## config.mk

```make
export PLATFORM = sky130hd
export DESIGN_NAME = mc_cu
export DESIGN_NICKNAME = d
export VERILOG_FILES = /design/src/rtl/mc_cu.sv
export SDC_FILE = /design/constraint.sdc
export NUM_CORES = 1
export LEC_CHECK = 0
export CORE_ASPECT_RATIO = 1.4
export CORE_MARGIN = 2
export CORE_UTILIZATION = 50
export CTS_BUF_LIST = sky130_fd_sc_hd__clkbuf_8
export CTS_CLUSTER_DIAMETER = 200
export DETAILED_ROUTE_END_ITERATION = 7
export DONT_BUFFER_PORTS = 1
export PLACE_DENSITY = 0.72
export SYNTH_ARGS = -nofsm -noshare
export SYNTH_HDL_FRONTEND = slang
export SYNTH_SLANG_ARGS = --single-unit
```

## constraint.sdc

```tcl
create_clock -name clock -period 2.35 [get_ports clock]
set_input_delay 0.235 -clock clock [delete_from_list [all_inputs] [get_ports clock]]
set_output_delay 0.235 -clock clock [all_outputs]
set_load 0.05 [all_outputs]
```

## src/rtl/mc_cu.sv

```systemverilog
// Multi-cycle RV32I control unit: IF/ID/EX/MEM/WB sequencing over one shared memory port.
// Optional build macro MC_CU_ILLEGAL_TRAP_EN: illegal instructions lock the FSM in TRAP.
module mc_cu #(
    parameter int STALL_W = 8
) (
    input  logic               clock,
    input  logic               reset,
    input  logic [31:0]        inst,
    input  logic               z,
    input  logic               mem_ready,
    output logic [2:0]         state,
    output logic               mem_req,
    output logic               mem_we,
    output logic               iord,
    output logic               ir_we,
    output logic               mdr_we,
    output logic               pc_we,
    output logic [1:0]         pc_sel,
    output logic               reg_we,
    output logic [1:0]         wb_sel,
    output logic [3:0]         aluc,
    output logic               aluimm,
    output logic               sext,
    output logic               shift,
`ifdef MC_CU_ILLEGAL_TRAP_EN
    output logic               illegal,
`endif
    output logic [STALL_W-1:0] stall_cnt
);

    typedef enum logic [2:0] {
        S_IF   = 3'd0,
        S_ID   = 3'd1,
        S_EX   = 3'd2,
        S_MEM  = 3'd3,
        S_WB   = 3'd4,
        S_TRAP = 3'd5
    } state_e;

    localparam logic [6:0] OP_R    = 7'b0110011;
    localparam logic [6:0] OP_I    = 7'b0010011;
    localparam logic [6:0] OP_LW   = 7'b0000011;
    localparam logic [6:0] OP_SW   = 7'b0100011;
    localparam logic [6:0] OP_BR   = 7'b1100011;
    localparam logic [6:0] OP_LUI  = 7'b0110111;
    localparam logic [6:0] OP_JAL  = 7'b1101111;
    localparam logic [6:0] OP_JALR = 7'b1100111;

    state_e               state_q, state_d;
    logic [STALL_W-1:0]   stall_q, stall_d;

    logic [6:0] op;
    logic [2:0] f3;
    logic [6:0] f7;
    logic       unused_inst;

    assign op          = inst[6:0];
    assign f3          = inst[14:12];
    assign f7          = inst[31:25];
    assign unused_inst = ^{inst[24:15], inst[11:7]};

    logic       legal;
    logic       is_lw, is_sw, is_br, is_beq, is_jal, is_jalr;
    logic [3:0] d_aluc;
    logic       d_aluimm, d_sext, d_shift;

    always_comb begin
        legal    = 1'b0;
        is_lw    = 1'b0;
        is_sw    = 1'b0;
        is_br    = 1'b0;
        is_beq   = 1'b0;
        is_jal   = 1'b0;
        is_jalr  = 1'b0;
        d_aluc   = 4'b0000;
        d_aluimm = 1'b0;
        d_sext   = 1'b0;
        d_shift  = 1'b0;
        case (op)
            OP_R: begin
                if (f7 == 7'h00 && f3 != 3'b010 && f3 != 3'b011) begin
                    legal  = 1'b1;
                    d_aluc = {1'b0, f3};
                end else if (f7 == 7'h20 && (f3 == 3'b000 || f3 == 3'b101)) begin
                    legal  = 1'b1;
                    d_aluc = {1'b1, f3};
                end
                d_shift = (f3 == 3'b001) || (f3 == 3'b101);
            end
            OP_I: begin
                case (f3)
                    3'b001:         legal = (f7 == 7'h00);
                    3'b101:         legal = (f7 == 7'h00) || (f7 == 7'h20);
                    3'b010, 3'b011: legal = 1'b0;
                    default:        legal = 1'b1;
                endcase
                d_aluimm = 1'b1;
                d_shift  = (f3 == 3'b001) || (f3 == 3'b101);
                d_sext   = ~d_shift;
                d_aluc   = {(f3 == 3'b101) & f7[5], f3};
            end
            OP_LW: begin
                legal    = (f3 == 3'b010);
                is_lw    = 1'b1;
                d_aluimm = 1'b1;
                d_sext   = 1'b1;
            end
            OP_SW: begin
                legal    = (f3 == 3'b010);
                is_sw    = 1'b1;
                d_aluimm = 1'b1;
                d_sext   = 1'b1;
            end
            OP_BR: begin
                legal  = (f3 == 3'b000) || (f3 == 3'b001);
                is_br  = 1'b1;
                is_beq = (f3 == 3'b000);
                d_sext = 1'b1;
            end
            OP_LUI: begin
                legal    = 1'b1;
                d_aluc   = 4'b0010;
                d_aluimm = 1'b1;
            end
            OP_JAL: begin
                legal  = 1'b1;
                is_jal = 1'b1;
                d_sext = 1'b1;
            end
            OP_JALR: begin
                legal    = (f3 == 3'b000);
                is_jalr  = 1'b1;
                d_aluimm = 1'b1;
                d_sext   = 1'b1;
            end
            default: legal = 1'b0;
        endcase
        // An illegal word decodes to nothing so no class flag can leak into EX/MEM/WB.
        if (!legal) begin
            is_lw    = 1'b0;
            is_sw    = 1'b0;
            is_br    = 1'b0;
            is_beq   = 1'b0;
            is_jal   = 1'b0;
            is_jalr  = 1'b0;
            d_aluc   = 4'b0000;
            d_aluimm = 1'b0;
            d_sext   = 1'b0;
            d_shift  = 1'b0;
        end
    end

    logic dec_en;

    assign dec_en = !reset && (state_q == S_ID || state_q == S_EX ||
                               state_q == S_MEM || state_q == S_WB);

    always_comb begin
        aluc   = dec_en ? d_aluc   : 4'b0000;
        aluimm = dec_en & d_aluimm;
        sext   = dec_en & d_sext;
        shift  = dec_en & d_shift;
    end

    always_comb begin
        state_d = state_q;
        mem_req = 1'b0;
        mem_we  = 1'b0;
        iord    = 1'b0;
        ir_we   = 1'b0;
        mdr_we  = 1'b0;
        pc_we   = 1'b0;
        pc_sel  = 2'b00;
        reg_we  = 1'b0;
        wb_sel  = 2'b00;
        unique case (state_q)
            S_IF: begin
                mem_req = 1'b1;
                if (mem_ready) begin
                    ir_we   = 1'b1;
                    state_d = S_ID;
                end
            end
            S_ID: begin
                if (legal) begin
                    state_d = S_EX;
                end else begin
`ifdef MC_CU_ILLEGAL_TRAP_EN
                    state_d = S_TRAP;
`else
                    pc_we   = 1'b1;
                    state_d = S_IF;
`endif
                end
            end
            S_EX: begin
                if (is_br) begin
                    pc_we   = 1'b1;
                    pc_sel  = ((is_beq & z) | (~is_beq & ~z)) ? 2'b01 : 2'b00;
                    state_d = S_IF;
                end else if (is_lw || is_sw) begin
                    state_d = S_MEM;
                end else begin
                    state_d = S_WB;
                end
            end
            S_MEM: begin
                mem_req = 1'b1;
                iord    = 1'b1;
                mem_we  = is_sw;
                if (mem_ready) begin
                    if (is_sw) begin
                        pc_we   = 1'b1;
                        state_d = S_IF;
                    end else begin
                        mdr_we  = 1'b1;
                        state_d = S_WB;
                    end
                end
            end
            S_WB: begin
                reg_we  = 1'b1;
                wb_sel  = is_lw ? 2'b01 : (is_jal || is_jalr) ? 2'b10 : 2'b00;
                pc_we   = 1'b1;
                pc_sel  = is_jal ? 2'b01 : is_jalr ? 2'b10 : 2'b00;
                state_d = S_IF;
            end
`ifdef MC_CU_ILLEGAL_TRAP_EN
            S_TRAP: state_d = S_TRAP;
`endif
            default: state_d = S_IF;
        endcase
        // Reset kills every strobe at once, including a request still waiting on memory.
        if (reset) begin
            mem_req = 1'b0;
            mem_we  = 1'b0;
            iord    = 1'b0;
            ir_we   = 1'b0;
            mdr_we  = 1'b0;
            pc_we   = 1'b0;
            pc_sel  = 2'b00;
            reg_we  = 1'b0;
            wb_sel  = 2'b00;
        end
    end

    always_comb begin
        stall_d = stall_q;
        if (mem_req && !mem_ready && stall_q != {STALL_W{1'b1}}) begin
            stall_d = stall_q + 1'b1;
        end
    end

    always_ff @(posedge clock or posedge reset) begin
        if (reset) begin
            state_q <= S_IF;
            stall_q <= '0;
        end else begin
            state_q <= state_d;
            stall_q <= stall_d;
        end
    end

    assign state     = state_q;
    assign stall_cnt = stall_q;
`ifdef MC_CU_ILLEGAL_TRAP_EN
    assign illegal   = (state_q == S_TRAP);
`endif

endmodule

```

# Word-level counts from Yosys, hierarchy flattened
# Cells that the tools add are included.
# Widths: inputs -> output; s select.
word_totals:
  register_bits: 11
  latchBits: 0
  memories: 0
  in_bits: 36
  mem_bits_ro: 0
  mem_bits_rw: 0
op_classes:
  n_addsub: 1
  n_mux: 65
  n_lt_le_gt_ge: 0
  n_reduce_logical: 28
  mul: 0
  eq_ne: 22
  bitwise: 10
  div_mod_pow: 0
  shift: 0
ops:
  columns: ["operator", "count"]
  rows:
  - ["$mux 1", 41]
  - ["$eq 7x6->1 const B", 4]
  - ["$eq 7x7->1 const B", 3]
  - ["$mux 2", 8]
  - ["$mux 4", 4]
  - ["$mux 3", 5]
  - ["$eq 3x2->1 const B", 4]
  - ["$pmux 3 s4", 1]
  - ["$pmux 4 s3", 1]
  - ["$reduce_or 2->1", 5]
  - ["$reduce_or 5->1", 2]
  - ["$logic_or 1x1->1", 9]
  - ["$add 8x1->8 const B", 1]
  - ["$ne 8x8->1 const B", 1]
  - ["$eq 7x2->1 const B", 1]
  - ["$eq 7x5->1 const B", 1]
  - ["$logic_not 7->1", 1]
  - ["$and 1x1->1", 6]
  - ["$eq 3x1->1 const B", 2]
  - ["$eq 3x3->1 const B", 2]
  - ["$logic_and 1x1->1", 6]
  - ["$logic_not 3->1", 2]
  - ["$ne 3x2->1 const B", 2]
  - ["$pmux 1 s6", 1]
  - ["other kinds (9)", 13]

# Depth between registers and ports, before layout
# Gate-level depths: netlist of the first run.
logic_depth:
  ltp_word: 14
  mapped_depth: 6
  mapped_depth_nobuf: 6

# Worst setup path after synthesis of the first run
# OpenSTA, ideal clock, no wires.
synth_timing:
  path_type: "input -> output"
  startpoint: "input port inst[14]"
  endpoint: "output port pc_sel[1]"
  cell_stages: 6
  n_path_buf: 1
  setup_slack_ps: -892
  arrival_ps: 3007
  required_ps: 2115
  cell_sequence: "buf_2 -> or4b_1 -> a2111o_1 -> o211ai_2 -> nor2_1 -> nor4_1"
synth_via:
  elab_chain_cells: 11
  word_cells_on_any_way: 23
  classes_between: "6 x eq/ne; 10 x mux; 7 x reduce/logical"
synth_lines:
  columns: ["item", "line", "text"]
  rows:
  - ["start, declared", "8", "input logic [31:0] inst,"]
  - ["$eq 3x3->1 / $logic_not 3->1 (equally long branches)", null, null]
  - ["$logic_or 1x1->1", "84", "end else if (f7 == 7'h20 && (f3 == 3'b000 || f3 == 3'b101)) begin"]
  - ["$logic_and 1x1->1", "84", null]
  - ["$mux 1", "84", null]
  - ["$mux 1", "81", "if (f7 == 7'h00 && f3 != 3'b010 && f3 != 3'b011) begin"]
  - ["$pmux 1 s6 *", "79", "case (op)"]
  - ["$mux 1", "139", "if (!legal) begin"]
  - ["$mux 2", "225", "pc_sel = is_jal ? 2'b01 : is_jalr ? 2'b10 : 2'b00;"]
  - ["$mux 2 *", "225", null]
  - ["$pmux 2 s2 *", "176", "unique case (state_q)"]
  - ["$mux 2 *", "234", "if (reset) begin"]
  - ["end, declared", "18", "output logic [1:0] pc_sel,"]
# Mark *: on every way between the ends. The rest lies on a longest branch, timed or not.

# Worst setup path in the final report of the first run
layout_timing:
  startpoint: "input port inst[6]"
  endpoint: "output port aluimm"
layout_via:
  elab_chain_cells: 5
  word_cells_on_any_way: 15
  classes_between: "8 x eq/ne; 3 x mux; 1 x bitwise; 3 x reduce/logical"
layout_lines:
  columns: ["item", "line", "text"]
  rows:
  - ["$eq 7x7->1, or another cell as far along", "79", null]
  - ["$reduce_or 2->1 (no line) / $reduce_or 5->1 (equally long branches)", null, null]
  - ["$pmux 1 s6 / $mux 1 (equally long branches)", "79", null]
  - ["$mux 1 *", "139", null]
  - ["$and 1x1->1 *", "160", "aluimm = dec_en & d_aluimm;"]
  - ["end, declared", "22", "output logic aluimm,"]
# Marks and branches as above.

==> flow_metrics.py, run 1 <==
metrics = {
    "yosys": {
        "synth_edf_count": 0,
        "yosysMostFrequentCell": "nor2_1",
        "synth_cell_types": 44,
        "synth_nets": 175,
        "syn_area_um2": 1070,
        "synthCells": 138,
        "ys_async_sr_fraction_pct": 100,
        "synth-main-ff-cell": "dfrtp_1",
        "synth_common_cells": "nor2_1, nand2_1, dfrtp_1",
        "ys_ff_latch": 11,
        "yosysTopAreaCell": "dfrtp_1",
        "seq_area_frac_synth_pct": 25.6,
        "synth_top_area_share_pct": 25.6,
        "avgSynthCellArea_um2": 7.79,
        "yosysWarnings": 0,
        "ys_top_cells_by_area": "dfrtp_1, nor2_1, xnor2_1, nand2_1, xor2_1",
    },
    "setup_path": {
        "path_cells": "or4b_1, a2111o_1, o211ai_2, o21ai_0, nor3_4, buf_12",
        "reg2reg_depth": 5,
        "crit_path_top_delay_cell": "or4b_1",
        "critical_path_required_ps": 2120,
        "rr_startpoint": "state[2]$_DFFE_PP0P_",
        "setup.worst_path.start_class": "primary input",
        "path_max_fanout": 9,
        "slowest_delay_ps": 540,
        "arrival_ps": 2000,
        "path_class": "primary input to output pin",
        "r2r_end": "stall_cnt[7]$_DFFE_PP0P_",
        "endpoint_kind": "output pin",
        "r2r_slack_ps": 350,
    },
    "global_route": {
        "grt_usage_pct": 24.2,
        "grt.overflow.total": 0,
        "antenna_found_initial": 0,
        "grt_pass1_vias": 1129,
        "grt_first_pass_wirelength_um": 4730,
        "grt_max_degree": 14,
    },
    "timing": {
        "skew_ps": 1.71,
        "final-hold-violation-count": 0,
        "finalSetupTns_ps": 0,
        "max_freq_mhz": 447,
        "fin_crit_sh_pct": 95.2,
        "rsz0062_at_grt": "no",
        "slew_headroom_pct": 60.0,
        "timing.final.max_slew_violations": 0,
        "setup_viol": 0,
        "worst_pin_slew_ps": 593,
        "whs_ps": 117,
        "period_minus_slack_ps": 2240,
    },
    "clocking": {
        "clk_latency_ps": 230,
        "cts_max_level": 1,
        "clk_path_buf_depth": 2,
        "root_buffer": "clkbuf_8",
        "cts-buffers-inserted": 3,
        "cts_setup_buffers": 0,
        "cts_sinks": 11,
        "cts_tree": "done",
        "clkTransAtPathRegs_ps": 50,
    },
    "detailed_routing": {
        "ant_nets": 0,
        "wl_per_cell_um": 14.9,
        "initialDrtViolationCount": 22,
        "drcViolationCount": 0,
        "vias_per_cell": 6.33,
        "num_vias": 1209,
        "dr.pass1.iters": 4,
        "routed_wirelength_um": 2850,
    },
    "worst_hold_path": {
        "holdCritPathClass": "primary input to flop",
        "min_to": "state[0]$_DFFE_PP0P_",
        "min_path_cells": 1,
        "hold_start": "mem_ready",
    },
    "layout": {
        "fill_cells": 156,
        "nNetsFinal": 208,
        "n_antenna_cell": 0,
        "post-route-util_pct": 75.5,
        "syn2layout_area_growth_pct": 40.3,
        "layout-drive-gt1-share_pct": 32.4,
        "instances_no_fill": 191,
    },
    "floorplan": {
        "die_area_um2": 2540,
        "pin_count": 65,
        "initial_utilization_pct": 53.8,
        "fp.coreArea_um2": 2000,
        "row_count": 19,
        "dieWidth_um": 43.2,
        "die_h_um": 58.9,
    },
    "placed_design": {
        "dp.cells": 186,
        "place_congestion": 0.917,
        "numPortBuffers": 0,
        "hpwl_um": 2350,
    },
    "power_and_ir_drop": {
        "leakage_nw": 0.630,
        "power_density_nw_per_um2": 573,
        "ir_worst_vdd_mv": 0.448,
    },
    "run_status": {
        "status": "complete, no violations",
    },
    "job": {
        "cap_viol_max_count": 0,
    },
}
## layout make-up
type                       count  area (um^2)  share of cell area [%]
tap                           21         26.3                    1.74
sequential                    11          275                    18.3
clock buffer                   3         41.3                    2.74
timing repair buffer          34          320                    21.2
multi-input combinational    114          815                    54.0
inverter                       7         26.3                    1.74
clock inverter                 1         3.75                   0.249
## per-layer routing
layer / track usage [%] / vias up / wire [um]
li1: - / 574 / -
met1: 24.2 / 578 / 967
met2: 46.7 / 49 / 1640
met3: 3.07 / 8 / 166
met4: 13.4 / 0 / 70
met5: 0 / - / 0
## state kept, by name, summed over array words and instances (netlist names)
name and cells:
stall_cnt 8, state 3
## where the power goes
part           leakage (nW)  switching, mW  total (mW)  internal, mW
Combinational         0.459          0.262       0.395         0.133
Clock                0.0269         0.0634       0.177         0.114
Sequential            0.144         0.0578       0.292         0.234
Total                 0.630          0.383       0.864         0.481
## worst max-delay path, delay by kind of cell
kind            cells  cell delay (ps)
simple gates        2              800
compound gates      3              800
buf+inv             1              160
## cell usage in the layout (no fill, tap or decap), types with 3 or more instances in the layout
cell and count:
nor2_1 12, nor2_2 4, nand3_1 5, a21oi_1 6
or3_1 4, inv_1 8, nor3_1 4, clkbuf_8 3
buf_4 28, xnor2_1 6, buf_12 5, xor2_1 5
o21ai_0 5, a2111o_1 3, nand4_1 3, nand2b_1 6
nand2_1 12, dfrtp_1 11, nor4_2 3
## how the worst max path moves through the flow
stage	startpoint	endpoint	slack, ps	cells after the start
after CTS	inst[6]	aluimm	110	6
final	inst[6]	aluimm	110	6
after global routing	inst[6]	aluimm	20	6
after global placement	inst[6]	aluimm	120	6
after detailed placement	inst[6]	aluimm	120	6
after floorplan	inst[14]	pc_sel[1]	-340	6
## kinds of logic after synthesis
kind of cell	Yosys count	synth area share, %
AO/OA/AOI/OAI	30	22.2
multiplexers	2	1.98
adder cells (fa/ha/maj)	2	2.10
buffers and inverters	13	4.77
flip-flops	11	25.6
XOR/XNOR	11	8.96
AND/OR/NAND/NOR	69	34.3
## metrics by stage
| step | setup slack [ps] | instance area [um^2] | total power [mW] |
|---|---|---|---|
| 2_1_floorplan | -343 | 1130 | 0.578 |
| 3_3_place_gp | 122 | 1450 | 0.675 |
| 3_5_place_dp | 118 | 1450 | 0.691 |
| 4_1_cts | 107 | 1510 | 0.875 |
| 5_1_grt | 20.0 | 1510 | 0.916 |
| 6_report | 113 | 1510 | 0.864 |
## timing repair
action | CTS | global route
hold buffers | 1 | 0
resized for setup | 0 | 0
hold endpoints to repair | 11 | 0
Power figures use the tool's default switching activity.
==> inputs of run 2 (changes only) <==
--- a/config.mk
+++ b/config.mk
@@ -6,7 +6,7 @@
 export NUM_CORES = 1
 export LEC_CHECK = 0
 export CORE_ASPECT_RATIO = 1.4
-export CORE_MARGIN = 2
+export CORE_MARGIN = 4
 export CORE_UTILIZATION = 50
 export CTS_BUF_LIST = sky130_fd_sc_hd__clkbuf_8
 export CTS_CLUSTER_DIAMETER = 200
==> flow_metrics.py, run 2 (synthesis results as in run 1) <==
metrics = {
    "setup_path": {
        "path_buf_inv": 2,
        "path_class": "primary input to output pin",
        "setup.worst_path.start_class": "primary input",
        "critical_path_required_ps": 2120,
        "arrival_ps": 2060,
        "crit_path_top_delay_cell": "or4b_1",
        "path_cells": "or4b_1, a2111o_1, o211ai_2, o211ai_1, buf_4, nor2_2, buf_12",
        "endpoint_kind": "output pin",
        "slowest_delay_ps": 550,
        "path_max_fanout": 9,
        "crit_family": "compound AO/OA/AOI/OAI gates",
    },
    "placed_design": {
        "numPortBuffers": 0,
        "hpwl_um": 2640,
        "dp_slack_ps": 87.8,
        "place_congestion": 0.887,
    },
    "floorplan": {
        "die_h_um": 62.9,
        "row_count": 19,
        "initial_utilization_pct": 53.8,
        "fp.coreArea_um2": 2000,
        "dieWidth_um": 47.2,
        "pin_count": 65,
        "die_area_um2": 2970,
    },
    "job": {
        "cap_viol_max_count": 0,
    },
    "clocking": {
        "cts_setup_buffers": 0,
        "clk_latency_ps": 230,
        "cts_sinks": 11,
        "clk_path_buf_depth": 2,
        "cts_max_level": 1,
        "cts-buffers-inserted": 3,
        "root_buffer": "clkbuf_8",
        "clkTransAtPathRegs_ps": 50,
        "cts_tree": "done",
    },
    "timing": {
        "setup_viol": 0,
        "rsz0062_at_grt": "yes",
        "skew_ps": 1.11,
        "setup_slack_ps": 54.7,
        "timing.final.max_slew_violations": 0,
        "final-hold-violation-count": 0,
        "slew_headroom_pct": 58.6,
        "fin_crit_sh_pct": 97.7,
        "max_freq_mhz": 436,
        "worst_pin_slew_ps": 615,
        "period_minus_slack_ps": 2300,
        "whs_ps": 114,
    },
    "detailed_routing": {
        "dr.pass1.iters": 4,
        "highest_layer": "met4",
        "drt-met1-wl_um": 1080,
        "wl_per_cell_um": 16.7,
        "routed_wirelength_um": 3190,
        "wl_met2_um": 1820,
        "dr_wl_met3_um": 200,
        "vias_per_cell": 6.39,
        "initialDrtViolationCount": 33,
        "ant_nets": 0,
        "drcViolationCount": 0,
        "num_vias": 1221,
    },
    "layout": {
        "mostFrequentLayoutCells": "buf_4, nor2_1, nand2_1",
        "n_antenna_cell": 0,
        "syn2layout_area_growth_pct": 40.3,
        "post-route-util_pct": 75.5,
        "fill_cells": 157,
        "layout-drive-gt1-share_pct": 32.4,
        "largest_reg_flops": 8,
        "mostFrequentLayoutCell": "buf_4",
        "nNetsFinal": 208,
    },
    "global_route": {
        "grt_first_pass_wirelength_um": 5150,
        "grt_max_degree": 14,
        "grt_pass1_vias": 1232,
        "grt_usage_pct": 22.8,
        "grt.overflow.total": 0,
        "antenna_found_initial": 0,
    },
    "power_and_ir_drop": {
        "power_density_nw_per_um2": 577,
        "leakage_nw": 0.630,
        "ir_worst_vdd_mv": 0.349,
    },
    "worst_hold_path": {
        "holdCritPathClass": "primary input to flop",
    },
    "run_status": {
        "status": "complete, no violations",
    },
}
run 2: cell type report:
cell class                 instances  area (um^2)  area share, %
multi-input combinational        114          815           54.0
tap                               21         26.3           1.74
inverter                           7         26.3           1.74
sequential                        11          275           18.3
clock inverter                     1         3.75          0.249
clock buffer                       3         41.3           2.74
timing repair buffer              34          320           21.2
run 2: final timing paths:
kind | from | end | slack [ps] | depth (start not counted)
worst min-delay path | mem_ready | state[0]$_DFFE_PP0P_ | 110 | 1
worst max register to register | state[2]$_DFFE_PP0P_ | stall_cnt[5]$_DFFE_PP0P_ | 310 | 5
worst max-delay path | inst[6] | shift | 50 | 7
min in group asynchronous | reset | state[0]$_DFFE_PP0P_ | 460 | 3
max in group asynchronous | reset | stall_cnt[7]$_DFFE_PP0P_ | 1740 | 3
worst min register to register | state[2]$_DFFE_PP0P_ | state[1]$_DFFE_PP0P_ | 620 | 1
run 2: through the flow:
step / total power [mW] / setup TNS, ps / cell area [um^2] / instances
floorplan: 0.578 / -1530 / 1130 / 138
global placement: 0.677 / 0 / 1450 / 186
detailed placement: 0.696 / 0 / 1450 / 186
CTS: 0.877 / 0 / 1510 / 191
global route: 0.919 / -108 / 1510 / 191
finish: 0.870 / 0 / 1510 / 191
run 2: layer usage:
layer / vias up / global-route usage, %
li1: 574 / -
met1: 589 / 23.3
met2: 50 / 42.2
met3: 8 / 3.17
met4: 0 / 9.69
met5: - / 0
run 2: repair_timing:
action                                 4_1_cts  5_1_grt
hold buffers                                 1        0
endpoints found under the hold margin       11        0
setup endpoints to repair                    0        4
resized for setup                            0        0
run 2: power breakdown:
part           internal (mW)  switching (mW)
sequential             0.234          0.0599
clock                  0.114          0.0647
combinational          0.132           0.265
==> inputs of run 3 (changes only) <==
--- a/config.mk
+++ b/config.mk
@@ -6,7 +6,7 @@
 export NUM_CORES = 1
 export LEC_CHECK = 0
 export CORE_ASPECT_RATIO = 1.4
-export CORE_MARGIN = 4
+export CORE_MARGIN = 3
 export CORE_UTILIZATION = 50
 export CTS_BUF_LIST = sky130_fd_sc_hd__clkbuf_8
 export CTS_CLUSTER_DIAMETER = 200
==> flow_metrics.py, run 3 (synthesis results as in run 1) <==
metrics = {
    "setup_path": {
        "setup.worst_path.start_class": "primary input",
        "crit_family": "compound AO/OA/AOI/OAI gates",
        "path_cells": "or4b_1, a2111o_1, o211ai_2, o21ai_0, nor3_4, buf_12",
        "path_max_fanout": 9,
        "endpoint_kind": "output pin",
        "arrival_ps": 2010,
        "path_buf_inv": 1,
        "path_class": "primary input to output pin",
        "critical_path_required_ps": 2120,
        "crit_path_top_delay_cell": "or4b_1",
        "slowest_delay_ps": 540,
    },
    "power_and_ir_drop": {
        "power_density_nw_per_um2": 577,
        "p_total_mw": 0.871,
        "ir_worst_vdd_mv": 0.319,
        "leakage_nw": 0.630,
    },
    "timing": {
        "whs_ps": 113,
        "rsz0062_at_grt": "no",
        "fin_crit_sh_pct": 95.7,
        "worst_pin_slew_ps": 593,
        "slew_headroom_pct": 60.1,
        "period_minus_slack_ps": 2250,
        "setup_slack_ps": 101,
        "setup_viol": 0,
        "timing.final.max_slew_violations": 0,
        "skew_ps": 0.778,
        "final-hold-violation-count": 0,
        "max_freq_mhz": 445,
    },
    "placed_design": {
        "hpwl_um": 2560,
        "numPortBuffers": 0,
        "postPlaceCellArea_um2": 1450,
        "dp_slack_ps": 114,
        "place_congestion": 0.929,
        "dp.cells": 186,
    },
    "run_status": {
        "status": "complete, no violations",
    },
    "detailed_routing": {
        "num_vias": 1201,
        "routed_wirelength_um": 3140,
        "dr.pass1.iters": 4,
        "ant_nets": 0,
        "drcViolationCount": 0,
        "initialDrtViolationCount": 27,
        "vias_per_cell": 6.29,
        "wl_per_cell_um": 16.4,
    },
    "global_route": {
        "antenna_found_initial": 0,
        "grt_first_pass_wirelength_um": 5110,
        "grt_pass1_vias": 1216,
        "grt.overflow.total": 0,
        "grt_usage_pct": 24.9,
        "grt_max_degree": 14,
    },
    "floorplan": {
        "initial_utilization_pct": 53.8,
        "row_count": 19,
        "die_area_um2": 2750,
        "die_h_um": 60.9,
        "fp.coreArea_um2": 2000,
        "dieWidth_um": 45.2,
        "pin_count": 65,
    },
    "clocking": {
        "cts_sinks": 11,
        "clkTransAtPathRegs_ps": 50,
        "root_buffer": "clkbuf_8",
        "cts-resized-gates": 0,
        "clk_path_buf_depth": 2,
        "cts_hold_buffers": 1,
        "cts_tree": "done",
        "cts_setup_buffers": 0,
        "cts_max_level": 1,
        "clk_latency_ps": 230,
        "cts-buffers-inserted": 3,
    },
    "layout": {
        "register_area_um2": 275,
        "layout-drive-gt1-share_pct": 32.4,
        "instances_no_fill": 191,
        "mostFrequentLayoutCell": "buf_4",
        "syn2layout_area_growth_pct": 40.3,
        "fin_area_um2": 1510,
        "largest_reg_flops": 8,
        "nNetsFinal": 208,
        "multi_input_area_um2": 815,
        "n_antenna_cell": 0,
        "mostFrequentLayoutCells": "buf_4, nor2_1, nand2_1",
        "fill_cells": 160,
    },
    "worst_hold_path": {
        "holdCritPathClass": "primary input to flop",
    },
    "job": {
        "cap_viol_max_count": 0,
    },
}
==> run 3: through the flow <==
stage	util [%]	setup TNS (ps)
finish	75.5	0
global route	75.5	0
CTS	75.5	0
detailed placement	72.7	0
global placement	72.7	0
floorplan	-	-1530
==> run 3: where the power goes <==
part           internal (mW)  leakage [nW]  switching, mW  total (mW)
registers              0.234         0.144         0.0586       0.293
clock network          0.114        0.0269         0.0675       0.182
logic                  0.131         0.459          0.265       0.396
==> run 3: path summary, 6_finish.rpt <==
check                           slack (ps)                  endpoint                 start  cells after the start
worst max register to register         280  stall_cnt[7]$_DFFE_PP0P_  state[2]$_DFFE_PP0P_                      5
worst min-delay path                   110      state[0]$_DFFE_PP0P_             mem_ready                      1
min in group asynchronous              470  stall_cnt[6]$_DFFE_PP0P_                 reset                      3
worst max-delay path                   100                    aluimm               inst[6]                      6
max in group asynchronous             1730  stall_cnt[0]$_DFFE_PP0P_                 reset                      3
worst min register to register         600      state[1]$_DFFE_PP0P_  state[2]$_DFFE_PP0P_                      1
==> run 3: cell type report <==
cell class,count,share of cell area (%)
Clock buffer,3,2.74
Clock inverter,1,0.249
Inverter,7,1.74
Multi-Input combinational cell,114,54.0
Sequential cell,11,18.3
Tap cell,21,1.74
Timing Repair Buffer,34,21.2
==> run 3: layer usage <==
| metal | up-vias | part of all wire [%] | GRT usage, % |
|---|---|---|---|
| li1 | 578 | - | - |
| met1 | 561 | 36 | 25.3 |
| met2 | 50 | 55 | 46.6 |
| met3 | 12 | 6.2 | 4.45 |
| met4 | 0 | 3.0 | 13.0 |
| met5 | - | 0 | 0 |
==> run 3: worst register-to-register path: cells and delay by family, from the launching register on <==
family	cells	cell delay, ps
and+or+nand+nor	3	870
AOI/OAI and AO/OA	1	480
DFF	1	470
xor gates and xnor gates	1	170
